===== src/rtl/uart_rx_param_if.sv =====
// Port bundle of the parametrised UART receiver: serial line in, valid/ready word out.
// The receiver is the master of the word stream; the consumer side uses the slave modport.
interface uart_rx_param_if #(
    parameter int DATA_BITS = 8
);
    logic                 rx_i;
    logic [DATA_BITS-1:0] data_o;
    logic                 valid_o;
    logic                 ready_i;
    logic                 frame_err_o;
    logic                 parity_err_o;
    logic                 overrun_o;
    logic                 busy_o;

    modport master (
        input  rx_i, ready_i,
        output data_o, valid_o, frame_err_o, parity_err_o, overrun_o, busy_o
    );

    modport slave (
        output rx_i, ready_i,
        input  data_o, valid_o, frame_err_o, parity_err_o, overrun_o, busy_o
    );
endinterface


===== src/rtl/uart_rx_param.sv =====
// Parametrised UART receiver: 3-sample mid-bit majority vote, optional parity, 1/2 stop bits,
// and a valid/ready holding register with overrun detection.
module uart_rx_param #(
    parameter int CLKS_PER_BIT = 2604,
    parameter int DATA_BITS    = 8,
    parameter int PARITY_EN    = 0,
    parameter int PARITY_ODD   = 0,
    parameter int STOP_BITS    = 1
) (
    input  logic            clock,
    input  logic            reset,
    uart_rx_param_if.master bus
);
    localparam int CNT_W = $clog2(CLKS_PER_BIT);
    localparam int IDX_W = $clog2(DATA_BITS);
    localparam int HALF  = CLKS_PER_BIT / 2;

    localparam logic [CNT_W-1:0] CNT_LAST = CNT_W'(CLKS_PER_BIT - 1);
    localparam logic [CNT_W-1:0] SMP_A    = CNT_W'(HALF - 1);
    localparam logic [CNT_W-1:0] SMP_B    = CNT_W'(HALF);
    localparam logic [CNT_W-1:0] SMP_C    = CNT_W'(HALF + 1);
    localparam logic [IDX_W-1:0] IDX_LAST = IDX_W'(DATA_BITS - 1);
    localparam logic             ODD      = (PARITY_ODD != 0);

    typedef enum logic [2:0] {IDLE, START, DATA, PARITY, STOP} state_t;

    state_t               state, state_nx;
    logic                 rx_m, rx_s, rx_d;
    logic [1:0]           fill;
    logic                 armed;
    logic [CNT_W-1:0]     cnt;
    logic [IDX_W-1:0]     idx;
    logic                 stop_idx;
    logic                 smp_a, smp_b;
    logic [DATA_BITS-1:0] shift;
    logic                 par_acc, ferr_pend, perr_pend;
    logic                 boundary, decide, vote, fall, stop_last, commit;

    logic [DATA_BITS-1:0] data_q;
    logic                 valid_q, ferr_q, perr_q, ovr_q;

    function automatic logic maj3(input logic a, input logic b, input logic c);
        return (a & b) | (a & c) | (b & c);
    endfunction

    // Synchroniser plus edge register; fill marks when rx_s reflects the real line,
    // so a line that is already low when reset drops never looks like a start edge.
    always_ff @(posedge clock or posedge reset) begin
        if (reset) begin
            rx_m  <= 1'b1;
            rx_s  <= 1'b1;
            rx_d  <= 1'b1;
            fill  <= 2'b00;
            armed <= 1'b0;
        end else begin
            rx_m <= bus.rx_i;
            rx_s <= rx_m;
            rx_d <= rx_s;
            fill <= {fill[0], 1'b1};
            if (fill[1] && rx_s) armed <= 1'b1;
        end
    end

    assign fall      = armed & rx_d & ~rx_s;
    assign boundary  = (cnt == CNT_LAST);
    assign decide    = (cnt == SMP_C);
    assign vote      = maj3(smp_a, smp_b, rx_s);
    assign stop_last = (STOP_BITS == 1) || stop_idx;

    always_ff @(posedge clock or posedge reset) begin
        if (reset) state <= IDLE;
        else       state <= state_nx;
    end

    always_comb begin
        state_nx = state;
        commit   = 1'b0;
        unique case (state)
            IDLE:   if (fall) state_nx = START;
            START: begin
                if (decide && vote) state_nx = IDLE;
                else if (boundary)  state_nx = DATA;
            end
            DATA:   if (boundary && idx == IDX_LAST) state_nx = (PARITY_EN != 0) ? PARITY : STOP;
            PARITY: if (boundary) state_nx = STOP;
            STOP: begin
                // Commit at the decision point so the next start edge is not missed.
                if (decide && stop_last) begin
                    commit   = 1'b1;
                    state_nx = IDLE;
                end
            end
            default: state_nx = IDLE;
        endcase
    end

    always_ff @(posedge clock or posedge reset) begin
        if (reset) begin
            cnt       <= '0;
            idx       <= '0;
            stop_idx  <= 1'b0;
            smp_a     <= 1'b1;
            smp_b     <= 1'b1;
            shift     <= '0;
            par_acc   <= 1'b0;
            ferr_pend <= 1'b0;
            perr_pend <= 1'b0;
        end else begin
            if (state == IDLE || state_nx == IDLE || boundary) cnt <= '0;
            else                                               cnt <= cnt + 1'b1;
            if (cnt == SMP_A) smp_a <= rx_s;
            if (cnt == SMP_B) smp_b <= rx_s;
            unique case (state)
                START: begin
                    idx       <= '0;
                    stop_idx  <= 1'b0;
                    par_acc   <= 1'b0;
                    ferr_pend <= 1'b0;
                    perr_pend <= 1'b0;
                end
                DATA: begin
                    // LSB arrives first, so shifting in from the top leaves bit 0 at shift[0].
                    if (decide) begin
                        shift   <= {vote, shift[DATA_BITS-1:1]};
                        par_acc <= par_acc ^ vote;
                    end
                    if (boundary) idx <= idx + 1'b1;
                end
                PARITY: if (decide && (vote != (par_acc ^ ODD))) perr_pend <= 1'b1;
                STOP: begin
                    if (decide && !vote) ferr_pend <= 1'b1;
                    if (boundary)        stop_idx  <= 1'b1;
                end
                default: ;
            endcase
        end
    end

    // Holding register: a read in the commit cycle frees the slot for the new word.
    always_ff @(posedge clock or posedge reset) begin
        if (reset) begin
            data_q  <= '0;
            valid_q <= 1'b0;
            ferr_q  <= 1'b0;
            perr_q  <= 1'b0;
            ovr_q   <= 1'b0;
        end else begin
            ovr_q <= 1'b0;
            if (commit) begin
                if (!valid_q || bus.ready_i) begin
                    data_q  <= shift;
                    ferr_q  <= ferr_pend | ~vote;
                    perr_q  <= perr_pend;
                    valid_q <= 1'b1;
                end else begin
                    ovr_q <= 1'b1;
                end
            end else if (valid_q && bus.ready_i) begin
                valid_q <= 1'b0;
            end
        end
    end

    assign bus.data_o       = data_q;
    assign bus.valid_o      = valid_q;
    assign bus.frame_err_o  = ferr_q;
    assign bus.parity_err_o = perr_q;
    assign bus.overrun_o    = ovr_q;
    assign bus.busy_o       = (state != IDLE);
endmodule


===== src/flat_wrapper.sv =====
// flat-port wrapper written by rule: the top's interface ports become plain ports
module uart_rx_param_flat 
#(
    parameter int CLKS_PER_BIT = 2604,
    parameter int DATA_BITS    = 8,
    parameter int PARITY_EN    = 0,
    parameter int PARITY_ODD   = 0,
    parameter int STOP_BITS    = 1
)
  (clock, reset, bus_rx_i, bus_ready_i, bus_data_o, bus_valid_o, bus_frame_err_o, bus_parity_err_o, bus_overrun_o, bus_busy_o);
  uart_rx_param_if #(.DATA_BITS(DATA_BITS)) bus_i ();
  input  logic clock;
  input  logic reset;
  input wire logic [$bits(bus_i.rx_i)-1:0] bus_rx_i;
  input wire logic [$bits(bus_i.ready_i)-1:0] bus_ready_i;
  output wire logic [$bits(bus_i.data_o)-1:0] bus_data_o;
  output wire logic [$bits(bus_i.valid_o)-1:0] bus_valid_o;
  output wire logic [$bits(bus_i.frame_err_o)-1:0] bus_frame_err_o;
  output wire logic [$bits(bus_i.parity_err_o)-1:0] bus_parity_err_o;
  output wire logic [$bits(bus_i.overrun_o)-1:0] bus_overrun_o;
  output wire logic [$bits(bus_i.busy_o)-1:0] bus_busy_o;
  assign bus_i.rx_i = bus_rx_i;
  assign bus_i.ready_i = bus_ready_i;
  assign bus_data_o = bus_i.data_o;
  assign bus_valid_o = bus_i.valid_o;
  assign bus_frame_err_o = bus_i.frame_err_o;
  assign bus_parity_err_o = bus_i.parity_err_o;
  assign bus_overrun_o = bus_i.overrun_o;
  assign bus_busy_o = bus_i.busy_o;
  uart_rx_param #(.CLKS_PER_BIT(CLKS_PER_BIT), .DATA_BITS(DATA_BITS), .PARITY_EN(PARITY_EN), .PARITY_ODD(PARITY_ODD), .STOP_BITS(STOP_BITS)) u_core (.clock(clock), .reset(reset), .bus(bus_i));
endmodule

===== config.mk =====
export PLATFORM = sky130hd
export DESIGN_NAME = uart_rx_param_flat
export DESIGN_NICKNAME = d
export VERILOG_FILES = /design/src/rtl/uart_rx_param_if.sv /design/src/rtl/uart_rx_param.sv /design/src/flat_wrapper.sv
export SDC_FILE = /design/constraint.sdc
export NUM_CORES = 1
export LEC_CHECK = 0
export CAP_MARGIN = 10
export CORE_MARGIN = 1
export CORE_UTILIZATION = 35
export DETAILED_ROUTE_END_ITERATION = 12
export GPL_TIMING_DRIVEN = 0
export PLACE_DENSITY = 0.49
export SYNTH_ARGS = -nofsm -noshare
export SYNTH_HDL_FRONTEND = slang
export SYNTH_SLANG_ARGS = --single-unit

===== constraint.sdc =====
create_clock -name clock -period 4.58 [get_ports clock]
set_input_delay 0.687 -clock clock [delete_from_list [all_inputs] [get_ports clock]]
set_output_delay 0.687 -clock clock [all_outputs]
set_load 0.05 [all_outputs]

==> summary.txt, run 1 <==
Status
  – Status: completed

Global route
  – Initial antenna violation count: 0
  – GR Overflow Total: 0
  – Vias in the first global route: roughly 1700
  – Gr usage total: 0.143
  – Largest net degree at the start of global routing: 29
  – First-pass GRT wire length: 8110 um

Die
  – Die width: ~84 um
  – Die ar.: between 0.006 and 0.007 mm2
  – Core Rows: 29
  – CORE AREA: 0.00639 mm2
  – Die Ht: about 84 um
  – Initial core utilization: 0.364
  – I/O pin cnt: 17

Finish
  – Layout cells sized above 1: 0.233
  – Post-layout nets: approximately 220
  – Ant. Diodes: 0
  – Commonest non-fill, non-tap cell in the layout: dfrtp_1
  – P&R area growth vs syn: 16.0%
  – Most frequent cells in the layout: 44 x dfrtp_1, 16 x clkdlybuf4s50_1, 15 x nand2_1

Logic synthesis
  – Cell Area, Synth: roughly 0.0023 mm2
  – Syn Nets: about 200
  – Syn Inst Count: 190
  – Register area share after synthesis: 0.530
  – Prevailing post-synth register cell: dfrtp_1
  – Seq cells post-synth: 49
  – Ys async rst share: 1.00
  – Number of synthesized flops with an enable pin: 0
  – Warnings, synthesis: 0
  – Distinct cell type count after synthesis: 50
  – Avg Cell Area, Syn: 12.2 um2

Power and ir drop
  – Leak: approximately 0.0012 uW
  – Total power: ~900 uW
  – Worst IR Drop VDD: about 0.00030 V
  – Power Density: ~340 mW/mm2

Clock network
  – Clock root buffer: clkbuf_8
  – Clk buf depth: 2
  – Clock sinks: 49
  – Post-CTS resize count: 0
  – Htree depth: 2
  – Cts bufs inserted: 5
  – CTS tree: built
  – Setup bufs post-CTS: 0
  – Worst-Skew Late Latency: about 300 ps
  – CTS clk-pin slew, worst paths: about 100 ps
  – Post-cts hold buffer count: 0

Timing
  – Final hold violations: 0
  – Tcrit/Tclk final: 0.635
  – Final setup viols: 0
  – Final min period: roughly 2900 ps
  – RSZ-0062 raised after global routing: no
  – Slew @ Worst Pin: approximately 510 ps
  – Setup TNS: 0 ps
  – Final worst slack: roughly 1700 ps
  – Relative slew margins: 0.657
  – Clock Skew: between 4 and 5 ps
  – Highest Clock Rate: roughly 0.34 GHz
  – Fin. max-slew vios: 0

Critical path
  – Critical path launch point type: flop
  – Worst EP required: ~3900 ps
  – Setup crit end kind: output pin
  – WP data arrival: 2220 ps
  – R2R cell count: 6
  – Setup CP Type: reg -> out
  – Worst-path fanout max: 10

Place
  – Pre-CTS setup slack: ~2000 ps
  – Final GP Congestion: around 0.79
  – Number of port buffers: 16
  – Dpl hpwl: ~3300 um

Detailed routing
  – Post-Route WL: 4490 um
  – Final ANT Viol Nets: 0
  – Initial drt markers: 88
  – Via count: 1556
  – Post-DR vias/cell: roughly 5.3
  – # DRC: 0
  – Drt wl/cell: ~15 um
  – First drt pass iteration count: 4

Hold path
  – Hold Crit Class: reg -> reg
  – Hold depth: 0

Run
  – Max-Cap Viols: 0
cells by family after synthesis:
logic type | Yosys count | synth area share
compound gates | 29 | 0.0833
other cells | 1 | 0.00161
fa+ha+maj | 6 | 0.0312
buf+inv | 11 | 0.0220
xor+xnor | 11 | 0.0414
mux | 21 | 0.117
flops | 49 | 0.530
simple gates | 62 | 0.174
layer usage:
metal / share of wire / wire, um / vias to the layer above / track usage
li1: - / - / 735 / -
met1: 0.50 / 2220 / 794 / 0.195
met2: 0.46 / 2070 / 21 / 0.229
met3: 0.025 / 113 / 6 / 0.0336
met4: 0.018 / 79 / 0 / 0.0401
met5: 0 / 0 / - / 0
critical path, cell delays in order, from the launching register on:
cell and delay (ps):
dfrtp_1 370, clkbuf_1 340, nor2_1 190, nand2_1 190, clkdlybuf4s50_1 830
sequential cells by signal, summed over array words and instances (netlist names), 2 cells and up:
register,count
u_core.bus.data_o,8
u_core.cnt,12
u_core.state,3
u_core.idx,3
u_core.shift,8
u_core.fill,2
worst paths after layout:
path / startpoint / end / slack, ps
setup / recovery: u_core.state[0]$_DFF_PP0_ / bus_busy_o / 1670
hold / removal: u_core.rx_m$_DFF_PP1_ / u_core.rx_s$_DFF_PP1_ / 360
setup reg to reg: u_core.cnt[0]$_DFF_PP0_ / u_core.bus.data_o[5]$_DFFE_PP0P_ / 2390
hold reg to reg: u_core.rx_m$_DFF_PP1_ / u_core.rx_s$_DFF_PP1_ / 360
max in group asynchronous: reset / u_core.ferr_pend$_DFFE_PP0P_ / 3330
min in group asynchronous: reset / u_core.cnt[0]$_DFF_PP0_ / 740
report_power, final:
group,switching [uW],internal [uW],total [uW]
sequential,27.6,458,486
combinational,98.8,56.6,155
clock,151,111,263
total,278,626,904
synth_stat cells, drive strengths merged, types with 2 or more instances:
cell type / n / area (um2)
a21o: 2 / 15.0
a21oi: 13 / 65.1
and3: 4 / 27.5
and4: 3 / 27.5
buf: 2 / 16.3
clkbuf: 4 / 16.3
dfrtp: 44 / 1100
dfstp: 5 / 131
ha: 5 / 62.6
inv: 5 / 18.8
mux2: 20 / 263
nand2: 15 / 56.3
nand2b: 2 / 12.5
nand3: 12 / 77.6
nand4: 4 / 25.0
nor2: 7 / 26.3
nor3: 3 / 15.0
nor3b: 3 / 38.8
nor4bb: 3 / 30.0
o211ai: 4 / 40.0
o21ai: 2 / 10.0
xnor2: 2 / 17.5
xor2: 9 / 78.8
per-stage QoR:
stage          instance area, um2  cells   util  hold slack [ps]
6_report                     2700    292  0.423              361
5_1_grt                      2700    292  0.423              367
4_1_cts                      2700    292  0.423              365
3_5_place_dp                 2600    284  0.408              350
3_3_place_gp                 2580    283  0.405              340
2_1_floorplan                2330    190      -              331
final cells by class:
type	count	area, um2
Buffer	6	32.5
Sequential cell	49	1230
Fill cell	613	3690
Inverter	5	18.8
Clock inverter	3	26.3
Tap cell	77	96.3
Clock buffer	5	68.8
Multi-Input combinational cell	130	1040
Timing Repair Buffer	17	180
Note: power is estimated with default switching activity, not from simulation.
==> inputs of run 2 (changes only) <==
==> constraint.sdc (replaced) <==
create_clock -name clock -period 2.7 [get_ports clock]
set_input_delay 0.405 -clock clock [delete_from_list [all_inputs] [get_ports clock]]
set_output_delay 0.405 -clock clock [all_outputs]
set_load 0.05 [all_outputs]
==> summary.txt, run 2 (synthesis gave the netlist of run 1 again) <==
Finish
  – Post-layout nets: 223 (unchanged)
  – Most frequent cells in the layout: 44 x dfrtp_1, 15 x nand2_1, 15 x clkdlybuf4s50_1 (was 44 x dfrtp_1, 16 x clkdlybuf4s50_1, 15 x nand2_1)
  – Commonest non-fill, non-tap cell in the layout: dfrtp_1 (unchanged)
  – Ant. Diodes: 0 (unchanged)
  – Largest register FFs: 12 (unchanged)
  – Area used by multi-input combinational logic: 0.00104 mm2 (unchanged)
  – Layout cells sized above 1: 0.233 (unchanged)
  – Final core utilization: 0.423 (about the same)
  – P&R area growth vs syn: 16.1% (was 16.0%)
  – Reg area: 0.00123 mm2 (unchanged)
  – Largest Register: u_core.cnt (unchanged)
  – # fillers: 613 (unchanged)

Timing
  – Setup TNS: 0 ps (unchanged)
  – Final setup viols: 0 (unchanged)
  – Highest Clock Rate: between 0.4 and 0.5 GHz
  – Tcrit/Tclk final: 0.828
  – Final hold violations: 0 (unchanged)
  – Slew @ Worst Pin: 514 ps (unchanged)
  – Final min period: 2240 ps
  – RSZ-0062 raised after global routing: no (unchanged)
  – Clock Skew: 4.20 ps (unchanged)
  – Relative slew margins: 0.657 (unchanged)
  – Fin. max-slew vios: 0 (unchanged)

Die
  – Core Rows: 29 (unchanged)
  – Initial core utilization: 0.364 (unchanged)
  – CORE AREA: 0.00639 mm2 (unchanged)
  – Die ar.: 0.00698 mm2 (unchanged)
  – Die Ht: 83.5 um (unchanged)
  – Die width: 83.5 um (unchanged)
  – I/O pin cnt: 17 (unchanged)

Power and ir drop
  – Leak: 0.00119 uW (was 0.00118 uW)
  – Power Density: 568 mW/mm2 (was 335 mW/mm2)
  – Worst IR Drop VDD: 0.000500 V (was 0.000299 V)
  – Total power: 1530 uW (was 904 uW)

Global route
  – M1 GR Usage: 0.195 (unchanged)
  – Top Usage Layer GRT: met2 (unchanged)
  – Vias in the first global route: 1694 (unchanged)
  – First-pass GRT wire length: 8110 um (unchanged)
  – Met2 Usage GRT: 0.229 (unchanged)
  – Largest net degree at the start of global routing: 29 (unchanged)
  – Met3 Use GR: 0.0336 (unchanged)
  – Initial antenna violation count: 0 (unchanged)
  – Gr usage total: 0.143 (unchanged)
  – GR Overflow Total: 0 (unchanged)

Detailed routing
  – Post-Route WL: 4490 um (about the same)
  – Via count: 1556 (unchanged)
  – Drt wl/cell: 15.4 um (about the same)
  – First drt pass iteration count: 4 (unchanged)
  – # DRC: 0 (unchanged)
  – Post-DR vias/cell: 5.33 (unchanged)
  – Final ANT Viol Nets: 0 (unchanged)
  – Initial drt markers: 88 (unchanged)

Critical path
  – Setup CP Type: reg -> out (unchanged)
  – Critical Path Max Stage Delay: 440 ps (was 830 ps)
  – Slowest stage cell, crit path: dlymetal6s2s_1 (was clkdlybuf4s50_1)
  – Setup crit end kind: output pin (unchanged)
  – Worst-path fanout max: 10 (unchanged)
  – WP data arrival: 1830 ps (was 2220 ps)
  – Worst EP required: 2300 ps (was 3890 ps)
  – Cell Chain, Critical Path: clkbuf_1 > nor2_1 > nand2_1 > dlymetal6s2s_1 (was clkbuf_1 > nor2_1 > nand2_1 > clkdlybuf4s50_1)
  – Critical path launch point type: flop (unchanged)

Clock network
  – Worst-Skew Late Latency: 300 ps (about the same)
  – CTS clk-pin slew, worst paths: 100 ps (about the same)
  – Htree depth: 2 (unchanged)
  – Clk buf depth: 2 (unchanged)
  – Cts bufs inserted: 5 (unchanged)
  – Setup bufs post-CTS: 0 (unchanged)
  – CTS tree: built (unchanged)
  – Clock root buffer: clkbuf_8 (unchanged)
  – Clock sinks: 49 (unchanged)

Place
  – Number of port buffers: 16 (unchanged)
  – Dpl hpwl: 3290 um (unchanged)
  – Final GP Congestion: 0.793 (unchanged)

Status
  – Status: completed (unchanged)

Run
  – Max-Cap Viols: 0 (unchanged)

Hold path
  – Hold Crit Class: reg -> reg (unchanged)
-- run 2: worst paths after layout --
kind,startpoint,endpoint,slack (ps),cells after the start
worst max-delay path,u_core.state[0]$_DFF_PP0_,bus_busy_o,460,4
worst min register to register,u_core.rx_m$_DFF_PP1_,u_core.rx_s$_DFF_PP1_,360,0
worst min-delay path,u_core.rx_m$_DFF_PP1_,u_core.rx_s$_DFF_PP1_,360,0
max in group asynchronous,reset,u_core.ferr_pend$_DFFE_PP0P_,1730,3
worst max register to register,u_core.cnt[0]$_DFF_PP0_,u_core.bus.data_o[5]$_DFFE_PP0P_,510,6
min in group asynchronous,reset,u_core.cnt[0]$_DFF_PP0_,460,2
-- run 2: final cells by class --
| class | instances | share of cell area |
|---|---|---|
| well taps | 77 | 0.0357 |
| inverters | 5 | 0.00695 |
| flip-flops and latches | 49 | 0.456 |
| clock inverters | 3 | 0.00973 |
| plain buffers | 6 | 0.0120 |
| clock buffers | 5 | 0.0255 |
| multi-input cells | 130 | 0.386 |
| repair buffers | 17 | 0.0676 |
-- run 2: per-stage QoR --
step	worst slack, ps	cell area (um2)	hold slack, ps	cells
4_1_cts	66.4	2700	365	292
3_5_place_dp	426	2600	350	284
3_3_place_gp	216	2580	340	283
5_1_grt	293	2700	367	292
6_report	464	2700	361	292
2_1_floorplan	781	2330	331	190
-- run 2: report_power, final --
part,switching (uW),internal [uW]
Combinational,167,95.7
Clock,257,189
Sequential,46.8,778
-- run 2: routing by layer --
metal | vias to the layer above | wire (um)
met4 | 0 | 79
met2 | 21 | 2070
met1 | 794 | 2220
met5 | - | 0
li1 | 735 | -
met3 | 6 | 111
-- run 2: what timing repair did --
action | 4_1_cts | 5_1_grt
setup endpoints to repair | 0 | 1
resized for setup | 0 | 1
hold buffers | 0 | 0
-- run 2: critical path, delay by kind of cell (launching register included) --
kind	cells	cell delay, ps
buf+inv	2	780
flops	1	370
simple gates	2	380
